`config.mk`:
```
export PLATFORM = sky130hd
export DESIGN_NAME = button_conditioner
export DESIGN_NICKNAME = d
export VERILOG_FILES = /design/src/rtl/button_conditioner.sv
export SDC_FILE = /design/constraint.sdc
export NUM_CORES = 1
export LEC_CHECK = 0
export BUFFER_PORTS_ARGS = -buffer_cell sky130_fd_sc_hd__buf_4
export CORE_MARGIN = 3
export CORE_UTILIZATION = 40
export DETAILED_ROUTE_END_ITERATION = 6
export GPL_TIMING_DRIVEN = 0
export PLACE_DENSITY_LB_ADDON = 0.1
export SYNTH_ARGS = -nofsm -noshare
export SYNTH_HDL_FRONTEND = slang
export SYNTH_SLANG_ARGS = --single-unit
```
`constraint.sdc`:
```
create_clock -name clk -period 2.6 [get_ports clk]
set_input_delay 0.26 -clock clk [delete_from_list [all_inputs] [get_ports clk]]
set_output_delay 0.26 -clock clk [all_outputs]
set_load 0.01 [all_outputs]
```
`src/rtl/button_conditioner.sv`:
```
// rtl/button_conditioner.sv - two-channel push-button synchronizer, debouncer and paddle move qualifier.
// Optional press auto-repeat while held is enabled by defining BTN_AUTOREPEAT_EN.
module button_conditioner #(
    parameter int DEBOUNCE_CYCLES = 250000,
    parameter int CNT_WIDTH       = 18,
    parameter int REPEAT_DELAY    = 12500000,
    parameter int REPEAT_PERIOD   = 2500000
) (
    input  logic clk,
    input  logic reset,
    input  logic left,
    input  logic right,
    output logic left_level,
    output logic right_level,
    output logic left_press,
    output logic right_press,
    output logic move_left,
    output logic move_right
);

    typedef enum logic [1:0] {
        IDLE         = 2'd0,
        PRESS_WAIT   = 2'd1,
        HELD         = 2'd2,
        RELEASE_WAIT = 2'd3
    } state_t;

    localparam logic [CNT_WIDTH-1:0] DB_LAST = CNT_WIDTH'(DEBOUNCE_CYCLES - 1);

    generate
        if (DEBOUNCE_CYCLES < 2 || REPEAT_DELAY < 1 || REPEAT_PERIOD < 1) begin : g_bad_params
            $error("button_conditioner: invalid parameters");
        end
    endgenerate

    // Channel 0 is left, channel 1 is right.
    logic [1:0]           sync_ff1;
    logic [1:0]           sync_ff2;
    state_t               state [2];
    logic [CNT_WIDTH-1:0] cnt   [2];
    logic [1:0]           level;
    logic [1:0]           press;
    logic [1:0]           cnt_done;
    logic [1:0]           level_nxt;
    logic                 move_left_q;
    logic                 move_right_q;

`ifdef BTN_AUTOREPEAT_EN
    localparam logic [CNT_WIDTH-1:0] RPT_FIRST = CNT_WIDTH'(REPEAT_DELAY - 1);
    localparam logic [CNT_WIDTH-1:0] RPT_NEXT  = CNT_WIDTH'(REPEAT_PERIOD - 1);
    logic [CNT_WIDTH-1:0] rpt [2];
    logic [1:0]           rpt_started;
`endif

    // Level of the next cycle; the move outputs are registered from it so they align with level.
    always_comb begin
        cnt_done  = '0;
        level_nxt = '0;
        for (int i = 0; i < 2; i++) begin
            cnt_done[i] = (cnt[i] == DB_LAST);
            case (state[i])
                PRESS_WAIT:   level_nxt[i] = sync_ff2[i] && cnt_done[i];
                HELD:         level_nxt[i] = 1'b1;
                RELEASE_WAIT: level_nxt[i] = sync_ff2[i] || !cnt_done[i];
                default:      level_nxt[i] = 1'b0;
            endcase
        end
    end

    always_ff @(posedge clk or negedge reset) begin
        if (!reset) begin
            sync_ff1     <= '0;
            sync_ff2     <= '0;
            level        <= '0;
            press        <= '0;
            move_left_q  <= 1'b0;
            move_right_q <= 1'b0;
            for (int i = 0; i < 2; i++) begin
                state[i] <= IDLE;
                cnt[i]   <= '0;
`ifdef BTN_AUTOREPEAT_EN
                rpt[i]         <= '0;
                rpt_started[i] <= 1'b0;
`endif
            end
        end else begin
            sync_ff1     <= {right, left};
            sync_ff2     <= sync_ff1;
            level        <= level_nxt;
            move_left_q  <= level_nxt[0] & ~level_nxt[1];
            move_right_q <= level_nxt[1] & ~level_nxt[0];
            for (int i = 0; i < 2; i++) begin
                press[i] <= 1'b0;
                case (state[i])
                    IDLE: begin
                        if (sync_ff2[i]) begin
                            state[i] <= PRESS_WAIT;
                            cnt[i]   <= '0;
                        end
                    end
                    PRESS_WAIT: begin
                        if (!sync_ff2[i]) begin
                            state[i] <= IDLE;
                        end else if (cnt_done[i]) begin
                            state[i] <= HELD;
                            press[i] <= 1'b1;
`ifdef BTN_AUTOREPEAT_EN
                            rpt[i]         <= '0;
                            rpt_started[i] <= 1'b0;
`endif
                        end else begin
                            cnt[i] <= cnt[i] + 1'b1;
                        end
                    end
                    HELD: begin
                        if (!sync_ff2[i]) begin
                            state[i] <= RELEASE_WAIT;
                            cnt[i]   <= '0;
`ifdef BTN_AUTOREPEAT_EN
                            rpt[i]         <= '0;
                            rpt_started[i] <= 1'b0;
                        end else if (rpt[i] == (rpt_started[i] ? RPT_NEXT : RPT_FIRST)) begin
                            press[i]       <= 1'b1;
                            rpt[i]         <= '0;
                            rpt_started[i] <= 1'b1;
                        end else begin
                            rpt[i] <= rpt[i] + 1'b1;
`endif
                        end
                    end
                    RELEASE_WAIT: begin
                        if (sync_ff2[i]) begin
                            // A release bounce returns to HELD and restarts the repeat delay.
                            state[i] <= HELD;
`ifdef BTN_AUTOREPEAT_EN
                            rpt[i]         <= '0;
                            rpt_started[i] <= 1'b0;
`endif
                        end else if (cnt_done[i]) begin
                            state[i] <= IDLE;
                        end else begin
                            cnt[i] <= cnt[i] + 1'b1;
                        end
                    end
                    default: state[i] <= IDLE;
                endcase
            end
        end
    end

    assign left_level  = level[0];
    assign right_level = level[1];
    assign left_press  = press[0];
    assign right_press = press[1];
    assign move_left   = move_left_q;
    assign move_right  = move_right_q;

endmodule

```
# --- Word level (Yosys, flattened, before mapping) ---
# Cells that the tools add are included.
word_totals:
  wordCells: 82
  in_bits: 4
  out_inout_bits: 6
  latchBits: 0
  mem_bits_ro: 0
  reg_bits: 50
  mem_bits_rw: 0
  memories: 0
classes:
  shift: 0
  n_lt_le_gt_ge: 0
  bitwise: 4
  add_sub_neg: 2
  div: 0
  n_eq_ne: 20
  reduce_logical: 12
  n_mul: 0
  mux: 34
ops:
  columns: ["op", "n"]
  rows:
  - ["18-bit 2-to-1 mux", 10]
  - ["18-bit case mux with 4 select lines", 2]
  - ["18-bit by 1-bit adder with 18-bit output (second input constant)", 2]
  - ["18-bit == test (second input constant)", 2]
  - ["2-bit 2-to-1 mux", 12]
  - ["2-bit != test (second input constant)", 8]
  - ["2-bit case mux with 4 select lines", 2]
  - ["4-bit AND reduction", 4]
  - ["3-bit != test (second input constant)", 4]
  - ["2-bit == test (second input constant)", 4]
  - ["1-bit 2-to-1 mux", 6]
  - ["1-bit case mux with 3 select lines", 2]
  - ["2-bit by 1-bit == test with 1-bit output (second input constant)", 2]
  - ["2-bit logical NOT", 2]
  - ["1-bit AND", 2]
  - ["1-bit logical AND", 2]
  - ["1-bit logical NOT", 2]
  - ["1-bit logical OR", 2]
  - ["1-bit inverter", 2]

# --- Depth between registers and ports, before layout ---
# Gate-level depths: netlist (run 1).
logic_depth:
  depth_word: 6
  mapped_depth: 7
  ltp_nobuf: 7

# --- Worst setup path after synthesis (run 1) ---
# OpenSTA, ideal clock, no wires.
synth_timing:
  kind: "reg2reg"
  from: "register cnt[9] (netlist name)"
  to: "register cnt[9] (netlist name)"
  t_arrival_ns: 2.114
  synth_period_minus_slack_ns: 2.230
  slack_ns: 0.370
  t_required_ns: 2.484
  path_stages_with_launch: 7
  path_cell_list: "dfrtp_1 or4b_1 or4_4 o31ai_4 buf_6 nand2_1 o311ai_0"
synth_between:
  elab_chain_cells: 4
  elab_cells_between_ends: 6
synth_lines:
  columns: ["element", "line", "text"]
  rows:
  - ["from (decl)", "40", "logic [CNT_WIDTH-1:0] cnt [2];"]
  - ["from (signal, indexed assignment)", "112", "cnt[i] <= cnt[i] + 1'b1;"]
  - ["from (signal, indexed assignment)", "142", "cnt[i] <= cnt[i] + 1'b1;"]
  - ["18-bit by 1-bit adder with 18-bit output / 18-bit == test (equally long branches)", "112, 142, 60", null]
  - ["18-bit 2-to-1 mux (*)", "104, 139", null]
  - ["18-bit 2-to-1 mux, on equally long branches", "132, 102", null]
  - ["18-bit case mux with 4 select lines (*)", "94", "case (state[i])"]
# Every way passes the cells marked *; elsewhere a longest branch is shown, timed or not. The select of a mux whose other input is x is not followed.
# A chain may end at the register's enable or synchronous reset.

# --- Worst setup path in the final report (run 1) ---
layout_timing:
  from: "register cnt[9] (netlist name)"
  to: "register cnt[5] (netlist name)"
layout_between:
  elab_chain_cells: 4
  elab_cells_between_ends: 5
layout_lines:
  columns: ["element", "line", "text"]
  rows:
  - ["18-bit == test (*)", "60", "cnt_done[i] = (cnt[i] == DB_LAST);"]
  - ["18-bit 2-to-1 mux (*)", null, null]
  - ["18-bit 2-to-1 mux, on equally long branches", null, null]
  - ["18-bit case mux with 4 select lines (*)", null, null]
# Marks and branches as above.

==> results of run 1 <==
## per-layer routing
| layer | global-route usage, % | up-vias | wire length (microns) |
|---|---|---|---|
| met2 | 25.21 | 23 | 2473 |
| met4 | 5.899 | 0 | 58 |
| met1 | 20.86 | 928 | 2500 |
| li1 | - | 964 | - |
| met3 | 2.913 | 4 | 129 |
| met5 | 0 | - | 0 |
## final timing paths
check	start	end	slack, ns
worst max register to register	cnt[9]$_DFFE_PN0P_	cnt[5]$_DFFE_PN0P_	0.12
worst min register to register	sync_ff1[0]$_DFF_PN0_	sync_ff2[0]$_DFF_PN0_	0.35
worst min-delay path	right	sync_ff1[1]$_DFF_PN0_	0.06
min in group asynchronous	reset	cnt[21]$_DFFE_PN0P_	0.50
max in group asynchronous	reset	cnt[17]$_DFFE_PN0P_	1.66
worst max-delay path	cnt[9]$_DFFE_PN0P_	cnt[5]$_DFFE_PN0P_	0.12
## power by group
| group | internal [mW] | leakage, nW | switching [mW] | total, mW |
|---|---|---|---|---|
| sequential | 0.797 | 0.680 | 0.0243 | 0.821 |
| clock | 0.221 | 0.0489 | 0.267 | 0.487 |
| combinational | 0.0324 | 0.494 | 0.0574 | 0.0898 |
| total | 1.05 | 1.22 | 0.349 | 1.40 |
## layout make-up
type / count / area, sq um / share of cell area, %
plain buffers: 7 / 42.54 / 1.527
clock buffers: 7 / 86.33 / 3.100
clock inverters: 1 / 8.758 / 0.3145
inverters: 8 / 30.03 / 1.078
multi-input cells: 193 / 1195 / 42.90
flip-flops and latches: 50 / 1251 / 44.92
well taps: 75 / 93.84 / 3.369
repair buffers: 10 / 77.57 / 2.785
## critical path, stage by stage, from the launching register on
cell,delay [ns]
dfrtp_1,0.47
or4b_1,0.59
or4_4,0.55
o31ai_4,0.38
buf_6,0.22
nand2_1,0.06
o311ai_0,0.08
## synthesized netlist by cell type (2+ instances only)
cell type / count
a21oi_1: 8
nor3b_1: 3
mux2i_1: 9
nand4_1: 8
nand3b_1: 2
mux2_2: 4
a31oi_1: 2
and2_1: 3
nand2_1: 30
o311ai_0: 3
ha_1: 2
nor3_1: 7
nor2b_1: 4
and3_1: 8
inv_1: 7
or3_1: 3
and4_1: 2
nor4_1: 3
xor2_1: 8
nand3_1: 18
nor4bb_1: 2
o21ai_0: 23
nor2_1: 19
clkbuf_1: 4
buf_6: 2
a21o_1: 4
dfrtp_1: 50
xnor2_1: 3
## through the flow
step	setup slack, ns	area (sq um)	cells	hold slack, ns
after floorplan	0.3702	2512	258	-0.03559
after global placement	0.1269	2674	342	0.3304
after detailed placement	0.1159	2674	342	0.3348
after CTS	0.09078	2779	351	0.04654
after global routing	0.01794	2785	351	0.04135
final	0.1229	2785	351	0.05572
## state kept, by name, indices dropped and copies added (netlist names), named ones only
signal and count:
move_left 1, press 2, level 2, state 2, move_right 1, sync_ff1 2, cnt 36, sync_ff2 2
## logic make-up after synthesis
logic type	after synthesis
adder cells (fa/ha/maj)	2
buffers and inverters	15
AO/OA/AOI/OAI	49
flip-flops	50
AND/OR/NAND/NOR	118
XOR/XNOR	11
multiplexers	13
## repair_timing
item | in CTS | in global routing
hold endpoints to repair | 29 | 0
hold buffers | 1 | 0
setup endpoints to repair | 0 | 4
resized for setup | 0 | 1
==> summary.md, run 1 <==
| Metric | Value |
|---|---|
| Status | `finished clean` |
| RSZ-0062 raised after global routing | `false` |
| Commonest non-fill, non-tap cell in the layout | `dfrtp_1` |
| Drt drc | `0` |
| Worst slew pin tran | `about 0.66 ns` |
| Post-DP HPWL | `3536 microns` |
| Die X | `approximately 85 microns` |
| Yosys Warn Count | `0` |
| Post-Syn Nets | `between 200 and 300` |
| Slew Limit Fails | `0` |
| Antenna-violating nets left | `0` |
| Antenna violations before repair | `0` |
| Die area | `0.007268 sq mm` |
| Critical path class | `flop to flop` |
| Data required, critical path | `roughly 2.8 ns` |
| Final wirelength | `between 5000 and 6000 microns` |
| Vias | `between 1.5k and 2k` |
| Final period util | `a little over nine tenths` |
| TritonRoute pass-1 iters | `4` |
| Gr usage total | `~16%` |
| CP Max Fanout | `10` |
| Yosys top cell area share | `49.80%` |
| GP Congestion | `0.8194` |
| Layout area overhead | `10.86%` |
| Row count | `28` |
| Total CTS buffers | `5` |
| Hold depth | `1` |
| CTS max path bufs | `2` |
| Initial core utilization | `approximately two fifths` |
| Portion of netlist area occupied by mux cells | `between 5 and 6%` |
| Die Height | `about 85 microns` |
| Yosys reg bits | `50` |
| Post-synth top area cell | `dfrtp_1` |
| IO buf count | `9` |
| Setup TNS | `0 ns` |
| Setup bufs post-CTS | `0` |
| Routed vias/inst | `between 5 and 6` |
| Clk_skew | `around 0.010 ns` |
| Peak supply drop | `~0.24 mV` |
| Final hold violation count | `0` |
| Share of cells above drive strength 1 | `11.23%` |
| Root Driver | `clkbuf_8` |
| Clock transition at path regs | `0.10 ns` |
| Post-synth ARST share | `between 90% and 100%` |
| Adder-cell share of the synthesized area | `less than 1%` |
| Syn Std Cell Area | `roughly 0.0025 sq mm` |
| CP Capture Type | `flop` |
| Hold WC Path Type | `primary input to flop` |
| Sequential fraction of the synthesis area | `49.80%` |
| Distinct cell type count after synthesis | `between 40 and 50` |
| Final setup fails | `0` |
| Max Freq | `403.7 MHz` |
| CP Launch Type | `flop` |
| Routed len/inst | `14.70 microns` |
| Grt ovf | `0` |
| CTS tree | `yes` |
| First-pass GRT wire length | `9128 microns` |
| Post-synth EDFFs | `0` |
| Fin crit period | `2.477 ns` |
| Critical Path AT | `between 2 and 3 ns` |
| Mean Syn Cell Area | `slightly below 10 sq um` |
| Max-capacitance violation count | `0` |
| Vias in the first global route | `around 1.9k` |
| Synth Area in Simple Gates | `24.60%` |
| Sink Count | `50` |
| Skew-Pair Late Insertion Delay | `0.31 ns` |
| Core area | `about 0.006 sq mm` |
| Nets | `around 280` |
| Pin count of the biggest net entering global routing | `51` |
| Worst reg2reg path depth | `6` |
| Htree depth | `2` |
| Compound-gate portion of the synthesized area | `roughly an eighth` |
| Ys flop type | `dfrtp_1` |
| Dominant cells by area after synthesis | `dfrtp_1 (50%), o21ai_0 (4.6%), nand2_1 (4.5%), mux2i_1 (3.6%), nand3_1 (3.6%)` |
| Commonest cells after routing, fill and taps aside | `dfrtp_1 (50), nand2_1 (30), o21ai_0 (23)` |
| Leakage | `1.223 nW` |
| Worst slew margin | `55.98%` |
| Post-synthesis xor/xnor area fraction | `under 10%` |
| Fill cells | `about 560` |
| Power per cell area | `502.1 mW/mm^2` |
| Initial drt markers | `between 80 and 90` |
| Core Util, Final | `between 40 and 50%` |
| Antenna diodes | `0` |
| # IOs | `10` |
| Cells after Synth | `~260` |
| Tot Pwr | `1.398 mW` |
| Largest family of logic cells by synthesized area | `simple AND/OR/NAND/NOR gates` |
(Power assumes the default switching activity.)
==> run 2: changes to the inputs <==
- clock period: 2.6 -> 3.11 ns (I/O delays scaled with it)
==> run 2 against run 1 <==
Against the previous run:
- clock power down 16%
- worst setup slack better by 0.50 ns
- via count down 0.73%
- design area down 0.58%
==> summary.md, run 2 (synthesis gave the netlist of run 1 again) <==
| Metric | Value |
|---|---|
| Status | `finished clean (unchanged)` |
| Total CTS buffers | `5 (unchanged)` |
| Row count | `28 (unchanged)` |
| Hold WC Path Type | `primary input to async pin (was primary input to flop)` |
| Vias | `1905 (was 1919)` |
| Max reg flops | `36 (unchanged)` |
| TritonRoute pass-1 iters | `4 (unchanged)` |
| Fin crit period | `2.485 ns (was 2.477 ns)` |
| Vias in the first global route | `1884 (unchanged)` |
| Slew Limit Fails | `0 (unchanged)` |
| Core area | `0.005991 sq mm (unchanged)` |
| GP Congestion | `0.8194 (unchanged)` |
| Final hold violation count | `0 (unchanged)` |
| Critical path class | `flop to flop (unchanged)` |
| Clk_skew | `0.01001 ns (was 0.01031 ns)` |
| Biggest register | `cnt (unchanged)` |
| Commonest cells after routing, fill and taps aside | `dfrtp_1 (50), nand2_1 (30), o21ai_0 (23) (unchanged)` |
| CTS max path bufs | `2 (unchanged)` |
| Max-capacitance violation count | `0 (unchanged)` |
| CP Capture Type | `flop (unchanged)` |
| CTS tree | `yes (unchanged)` |
| CP Max Fanout | `10 (unchanged)` |
| Layout area overhead | `10.21% (was 10.86%)` |
| Final period util | `79.91% (was 95.27%)` |
| Commonest non-fill, non-tap cell in the layout | `dfrtp_1 (unchanged)` |
| Final setup fails | `0 (unchanged)` |
| Share of cells above drive strength 1 | `10.91% (was 11.23%)` |
| Nets | `280 (was 281)` |
| Gr usage total | `15.63% (unchanged)` |
| First-pass GRT wire length | `9128 microns (unchanged)` |
| Critical-path cell list | `or4b_1, or4_4, o31ai_4, buf_6, nand2_1, o311ai_0 (unchanged)` |
| Initial core utilization | `41.94% (unchanged)` |
| Initial drt markers | `83 (was 81)` |
| Drt drc | `0 (unchanged)` |
| Skew-Pair Late Insertion Delay | `0.31 ns (about the same)` |
| Routed len/inst | `14.71 microns (was 14.70 microns)` |
| Final wirelength | `5148 microns (was 5161 microns)` |
| Antenna diodes | `0 (unchanged)` |
| CP Launch Type | `flop (unchanged)` |
| Die Height | `85.25 microns (unchanged)` |
| Fill cells | `564 (unchanged)` |
| Core Util, Final | `46.22% (was 46.49%)` |
| Sink Count | `50 (unchanged)` |
| Die area | `0.007268 sq mm (unchanged)` |
| Post-DP HPWL | `3536 microns (unchanged)` |
| # IOs | `10 (unchanged)` |
| Top delay family on crit path | `simple AND/OR/NAND/NOR gates (unchanged)` |
| Post-cts resize count | `0 (unchanged)` |
| Routed vias/inst | `5.443 (was 5.467)` |
| Max Freq | `402.4 MHz (was 403.7 MHz)` |
| CP max stage cell | `or4b_1 (unchanged)` |
| Grt ovf | `0 (unchanged)` |
| Antenna violations before repair | `0 (unchanged)` |
| RSZ-0062 raised after global routing | `false (unchanged)` |
| Multi-input gate area | `0.001189 sq mm (was 0.001195 sq mm)` |
| Register area | `0.001251 sq mm (unchanged)` |
| Worst slew pin tran | `0.6453 ns (was 0.6553 ns)` |
| Root Driver | `clkbuf_8 (unchanged)` |
| Power per cell area | `421.7 mW/mm^2 (was 502.1 mW/mm^2)` |
| Setup bufs post-CTS | `0 (unchanged)` |
| Clock transition at path regs | `0.10 ns (about the same)` |
| Peak supply drop | `0.2036 mV (was 0.2445 mV)` |
| WP buf/inv | `1 (unchanged)` |
| Slowest stage delay, CP | `0.57 ns (was 0.59 ns)` |
| Post-CTS Hold Buffers | `0 (was 1)` |
| IO buf count | `9 (unchanged)` |
| Pin count of the biggest net entering global routing | `51 (unchanged)` |
| Antenna-violating nets left | `0 (unchanged)` |
| Htree depth | `2 (unchanged)` |
| Die X | `85.25 microns (unchanged)` |
| Leakage | `1.218 nW (was 1.223 nW)` |
| Setup TNS | `0 ns (unchanged)` |
| Worst slew margin | `56.65% (was 55.98%)` |
| Critical Path AT | `2.68 ns (was 2.67 ns)` |
| Data required, critical path | `3.30 ns (was 2.79 ns)` |
==> run 2: layout make-up <==
type / instances / area share, %
Sequential cell: 50 / 45.19
Multi-Input combinational cell: 193 / 42.93
Tap cell: 75 / 3.389
Clock buffer: 7 / 3.118
Timing Repair Buffer: 9 / 2.440
Buffer: 7 / 1.536
Inverter: 8 / 1.084
Clock inverter: 1 / 0.3163
==> run 2: layer usage <==
layer,up-vias,share of wire (%),global-route usage [%]
li1,963,-,-
met5,-,0,0
met3,4,2.2,2.913
met2,15,48,25.21
met1,923,49,20.86
met4,0,1.1,5.899
==> run 2: report_power, final <==
| part | internal [mW] | switching [mW] |
|---|---|---|
| Combinational | 0.0262 | 0.0477 |
| Sequential | 0.666 | 0.0204 |
| Clock | 0.184 | 0.223 |
| Total | 0.877 | 0.291 |
==> run 2: worst paths after layout <==
kind                                            start               endpoint  slack, ns  cells past startpoint
worst max-delay path               cnt[9]$_DFFE_PN0P_     cnt[5]$_DFFE_PN0P_       0.62                      6
worst min-delay path                            reset    cnt[21]$_DFFE_PN0P_      0.007                      1
worst max register to register     cnt[9]$_DFFE_PN0P_     cnt[5]$_DFFE_PN0P_       0.62                      6
worst min register to register  sync_ff1[0]$_DFF_PN0_  sync_ff2[0]$_DFF_PN0_       0.35                      0
max in group asynchronous                       reset    cnt[10]$_DFFE_PN0P_       2.66                      1
min in group clk                                right  sync_ff1[1]$_DFF_PN0_       0.11                      1
==> run 2: metrics by stage <==
step	hold slack, ns	setup WS (ns)	cells	total power, mW	instance area (sq um)
CTS	0.04076	0.6008	350	1.186	2769
global route	0.05349	0.4494	350	1.227	2769
floorplan	0.01541	0.8802	258	0.7402	2512
detailed placement	0.3362	0.6259	342	0.7750	2674
global placement	0.3318	0.6369	342	0.7733	2674
finish	0.007063	0.6248	350	1.168	2769
==> run 3: changes to the inputs <==
- ABC_AREA: not set -> 1
- clock period: 3.11 -> 2.1 ns (I/O delays scaled with it)
==> run 3 against run 2 <==
Against the previous run:
- cell count up 42%
- core utilization grew 0.30 points
- routed wire length is 17% higher
- register-to-register slack worse by 0.26 ns
- sequential power grew 46%
- critical endpoint is now cnt[32]$_DFFE_PN0P_
- largest cell class is now multi-input combinational cells
- largest power group unchanged
==> summary.md, run 3 <==
| Metric | Value |
|---|---|
| Yosys reg bits | `50 (unchanged)` |
| Critical Path AT | `1.94 ns (was 2.68 ns)` |
| Yosys Warn Count | `0 (unchanged)` |
| R2r endpoint | `cnt[32]$_DFFE_PN0P_ (was cnt[5]$_DFFE_PN0P_)` |
| Final setup fails | `0 (unchanged)` |
| Peak supply drop | `0.3532 mV (was 0.2036 mV)` |
| Total CTS buffers | `5 (unchanged)` |
| CP Capture Type | `flop (unchanged)` |
| Clk_skew | `0.004681 ns (was 0.01001 ns)` |
| Antenna-violating nets left | `0 (unchanged)` |
| Commonest cells after routing, fill and taps aside | `nand2_1 (125), dfrtp_1 (50), inv_1 (42) (was dfrtp_1 (50), nand2_1 (30), o21ai_0 (23))` |
| Post-synth top area cell | `dfrtp_1 (unchanged)` |
| Clock transition at path regs | `0.09 ns (was 0.10 ns)` |
| Top post-synthesis cells by count | `nand2_1 (125), dfrtp_1 (50), inv_1 (42) (was dfrtp_1 (50), nand2_1 (30), o21ai_0 (23))` |
| Die Height | `90.38 microns (was 85.25 microns)` |
| Row count | `30 (was 28)` |
| Max-capacitance violation count | `0 (unchanged)` |
| CTS max path bufs | `2 (unchanged)` |
| Setup bufs post-CTS | `0 (unchanged)` |
| IO buf count | `9 (unchanged)` |
| Yosys top cell area share | `43.94% (was 49.80%)` |
| Pin count of the biggest net entering global routing | `51 (unchanged)` |
| Leakage | `1.462 nW (was 1.218 nW)` |
| Vias | `2394 (was 1905)` |
| Post-synth ARST share | `100.0% (unchanged)` |
| Die X | `90.38 microns (was 85.25 microns)` |
| Dominant cells by area after synthesis | `dfrtp_1 (44%), nand2_1 (16%), nand3_1 (7.0%), inv_1 (5.5%), nor2_1 (4.7%) (was dfrtp_1 (50%), o21ai_0 (4.6%), nand2_1 (4.5%), mux2i_1 (3.6%), nand3_1 (3.6%))` |
| Max reg flops | `36 (unchanged)` |
| Hold WC Path Type | `flop to flop (was primary input to async pin)` |
| Slew Limit Fails | `0 (unchanged)` |
| Commonest non-fill, non-tap cell in the layout | `nand2_1 (was dfrtp_1)` |
| Final wirelength | `6036 microns (was 5148 microns)` |
| CP Max Fanout | `10 (unchanged)` |
| # IOs | `10 (unchanged)` |
| Worst slew pin tran | `0.6493 ns (was 0.6453 ns)` |
| Status | `finished clean (unchanged)` |
| Core area | `0.006832 sq mm (was 0.005991 sq mm)` |
| Worst R2R Start | `cnt[18]$_DFFE_PN0P_ (was cnt[9]$_DFFE_PN0P_)` |
| Final period util | `82.84% (was 79.91%)` |
| Routed len/inst | `12.12 microns (was 14.71 microns)` |
| Vias in the first global route | `2160 (was 1884)` |
| TritonRoute pass-1 iters | `4 (unchanged)` |
| Distinct cell type count after synthesis | `28 (was 45)` |
| First-pass GRT wire length | `10380 microns (was 9128 microns)` |
| Data required, critical path | `2.30 ns (was 3.30 ns)` |
| Sequential fraction of the synthesis area | `43.94% (was 49.80%)` |
| GP Congestion | `0.8242 (was 0.8194)` |
| Hold_sp | `sync_ff1[1]$_DFF_PN0_` |
| Post-Syn Nets | `389 (was 264)` |
| Antenna violations before repair | `0 (unchanged)` |
| Worst Hold Endpoint | `sync_ff2[1]$_DFF_PN0_` |
| Top-count cell post-synth | `nand2_1 (was dfrtp_1)` |
| Syn Std Cell Area | `0.002848 sq mm (was 0.002512 sq mm)` |
| Initial core utilization | `41.68% (was 41.94%)` |
| Post-cts resize count | `0 (unchanged)` |
| Biggest register | `cnt (unchanged)` |
| Die area | `0.008168 sq mm (was 0.007268 sq mm)` |
| Post-synth EDFFs | `0 (unchanged)` |
| Worst slew margin | `56.71% (was 56.65%)` |
| Root Driver | `clkbuf_8 (unchanged)` |
| Cells after Synth | `383 (was 258)` |
| Gr usage total | `15.76% (was 15.63%)` |
| CTS tree | `yes (unchanged)` |
| Antenna diodes | `0 (unchanged)` |
| Initial drt markers | `106 (was 83)` |
| Fin crit period | `1.740 ns (was 2.485 ns)` |
| Layout area overhead | `11.60% (was 10.21%)` |
| RSZ-0062 raised after global routing | `false (unchanged)` |
| Mean Syn Cell Area | `7.435 sq um (was 9.738 sq um)` |
| Grt ovf | `0 (unchanged)` |
| Register area | `0.001251 sq mm (unchanged)` |
| Routed vias/inst | `4.807 (was 5.443)` |
| Multi-input gate area | `0.001355 sq mm (was 0.001189 sq mm)` |
| Setup TNS | `0 ns (unchanged)` |
| Share of cells above drive strength 1 | `10.70% (was 10.91%)` |
| Ys flop type | `dfrtp_1 (unchanged)` |
| Critical path class | `flop to flop (unchanged)` |
| Slowest stage delay, CP | `0.44 ns (was 0.57 ns)` |
| Htree depth | `2 (unchanged)` |
| CP max stage cell | `dfrtp_1 (was or4b_1)` |
| Final hold violation count | `0 (unchanged)` |
| Post-DP HPWL | `4252 microns (was 3536 microns)` |
| Post-Layout Cell Count | `498 (was 350)` |
| Worst reg2reg path depth | `10 (was 6)` |
| Critical-path cell list | `ha_1, nand2_1, nor2_4, nand3_2, nor2_2, nor2_2, inv_4, buf_6, nand2_1, o21ai_0 (was or4b_1, or4_4, o31ai_4, buf_6, nand2_1, o311ai_0)` |
| Power per cell area | `572.4 mW/mm^2 (was 421.7 mW/mm^2)` |
| Sink Count | `50 (unchanged)` |
| Fill cells | `733 (was 564)` |
| Max Freq | `574.8 MHz (was 402.4 MHz)` |
| Post-CTS Hold Buffers | `3 (was 0)` |
| Skew-Pair Late Insertion Delay | `0.31 ns (about the same)` |
| Placed cell count | `488 (was 342)` |
| Flop2flop setup slack | `0.36 ns (was 0.62 ns)` |
| Drt drc | `0 (unchanged)` |
| CP Launch Type | `flop (unchanged)` |
| Nets | `408 (was 280)` |
| Hold depth | `0` |
==> run 3: routing by layer <==
layer,track usage [%],vias to the layer above,routed length [microns]
met1,23.81,1098,3170
li1,-,1254,-
met2,22.53,36,2534
met4,4.974,0,79
met5,0,-,0
met3,3.167,6,252
==> run 3: kinds of logic after synthesis <==
logic type	count (synthesis)	share of synthesized area (%)
DFF	50	43.94
and+or+nand+nor	237	36.95
buffers and inverters	52	8.480
xor gates and xnor gates	11	3.383
AOI/OAI and AO/OA	31	6.370
adders and majority gates	2	0.8786
==> run 3: metrics by stage <==
step           worst slack [ns]  utilization [%]  total power [mW]  area [sq um]  hold WS (ns)
5_1_grt                  0.1610            46.52             1.897          3178        0.3605
3_3_place_gp             0.3898            44.43             1.124          3035        0.2848
4_1_cts                  0.3538            46.52             1.844          3178        0.3581
3_5_place_dp             0.3691            44.43             1.125          3035        0.2909
6_report                 0.3603            46.52             1.819          3178        0.3545
2_1_floorplan            0.5870                -             1.078          2848      -0.08559
==> run 3: power by group <==
group          switching [mW]  internal, mW
Combinational          0.0695        0.0363
Sequential             0.0196         0.981
Clock                   0.331         0.382
==> run 3: worst max-delay path by stage <==
stage,start,endpoint,slack [ns],cells past startpoint
6_report,cnt[18]$_DFFE_PN0P_,cnt[32]$_DFFE_PN0P_,0.36,10
3_5_place_dp,cnt[18]$_DFFE_PN0P_,cnt[32]$_DFFE_PN0P_,0.37,10
3_3_place_gp,cnt[18]$_DFFE_PN0P_,cnt[20]$_DFFE_PN0P_,0.39,10
2_1_floorplan,cnt[18]$_DFFE_PN0P_,cnt[31]$_DFFE_PN0P_,0.59,10
4_1_cts,cnt[18]$_DFFE_PN0P_,cnt[32]$_DFFE_PN0P_,0.35,10
5_1_grt,cnt[0]$_DFFE_PN0P_,cnt[12]$_DFFE_PN0P_,0.16,8
==> run 3: critical path: cells and delay by family, from the launching register on <==
| kind | cells | cell delay (ns) |
|---|---|---|
| DFF | 1 | 0.44 |
| adders and majority gates | 1 | 0.24 |
| and+or+nand+nor | 6 | 0.62 |
| buffers and inverters | 2 | 0.25 |
| AOI/OAI and AO/OA | 1 | 0.07 |
==> run 3: final cells by class <==
class	count	area share, %
multi-input combinational	281	42.64
sequential	50	39.37
inverter	45	5.394
tap	96	3.780
timing repair buffer	12	3.071
clock buffer	6	2.598
buffer	7	2.205
clock inverter	1	0.9449
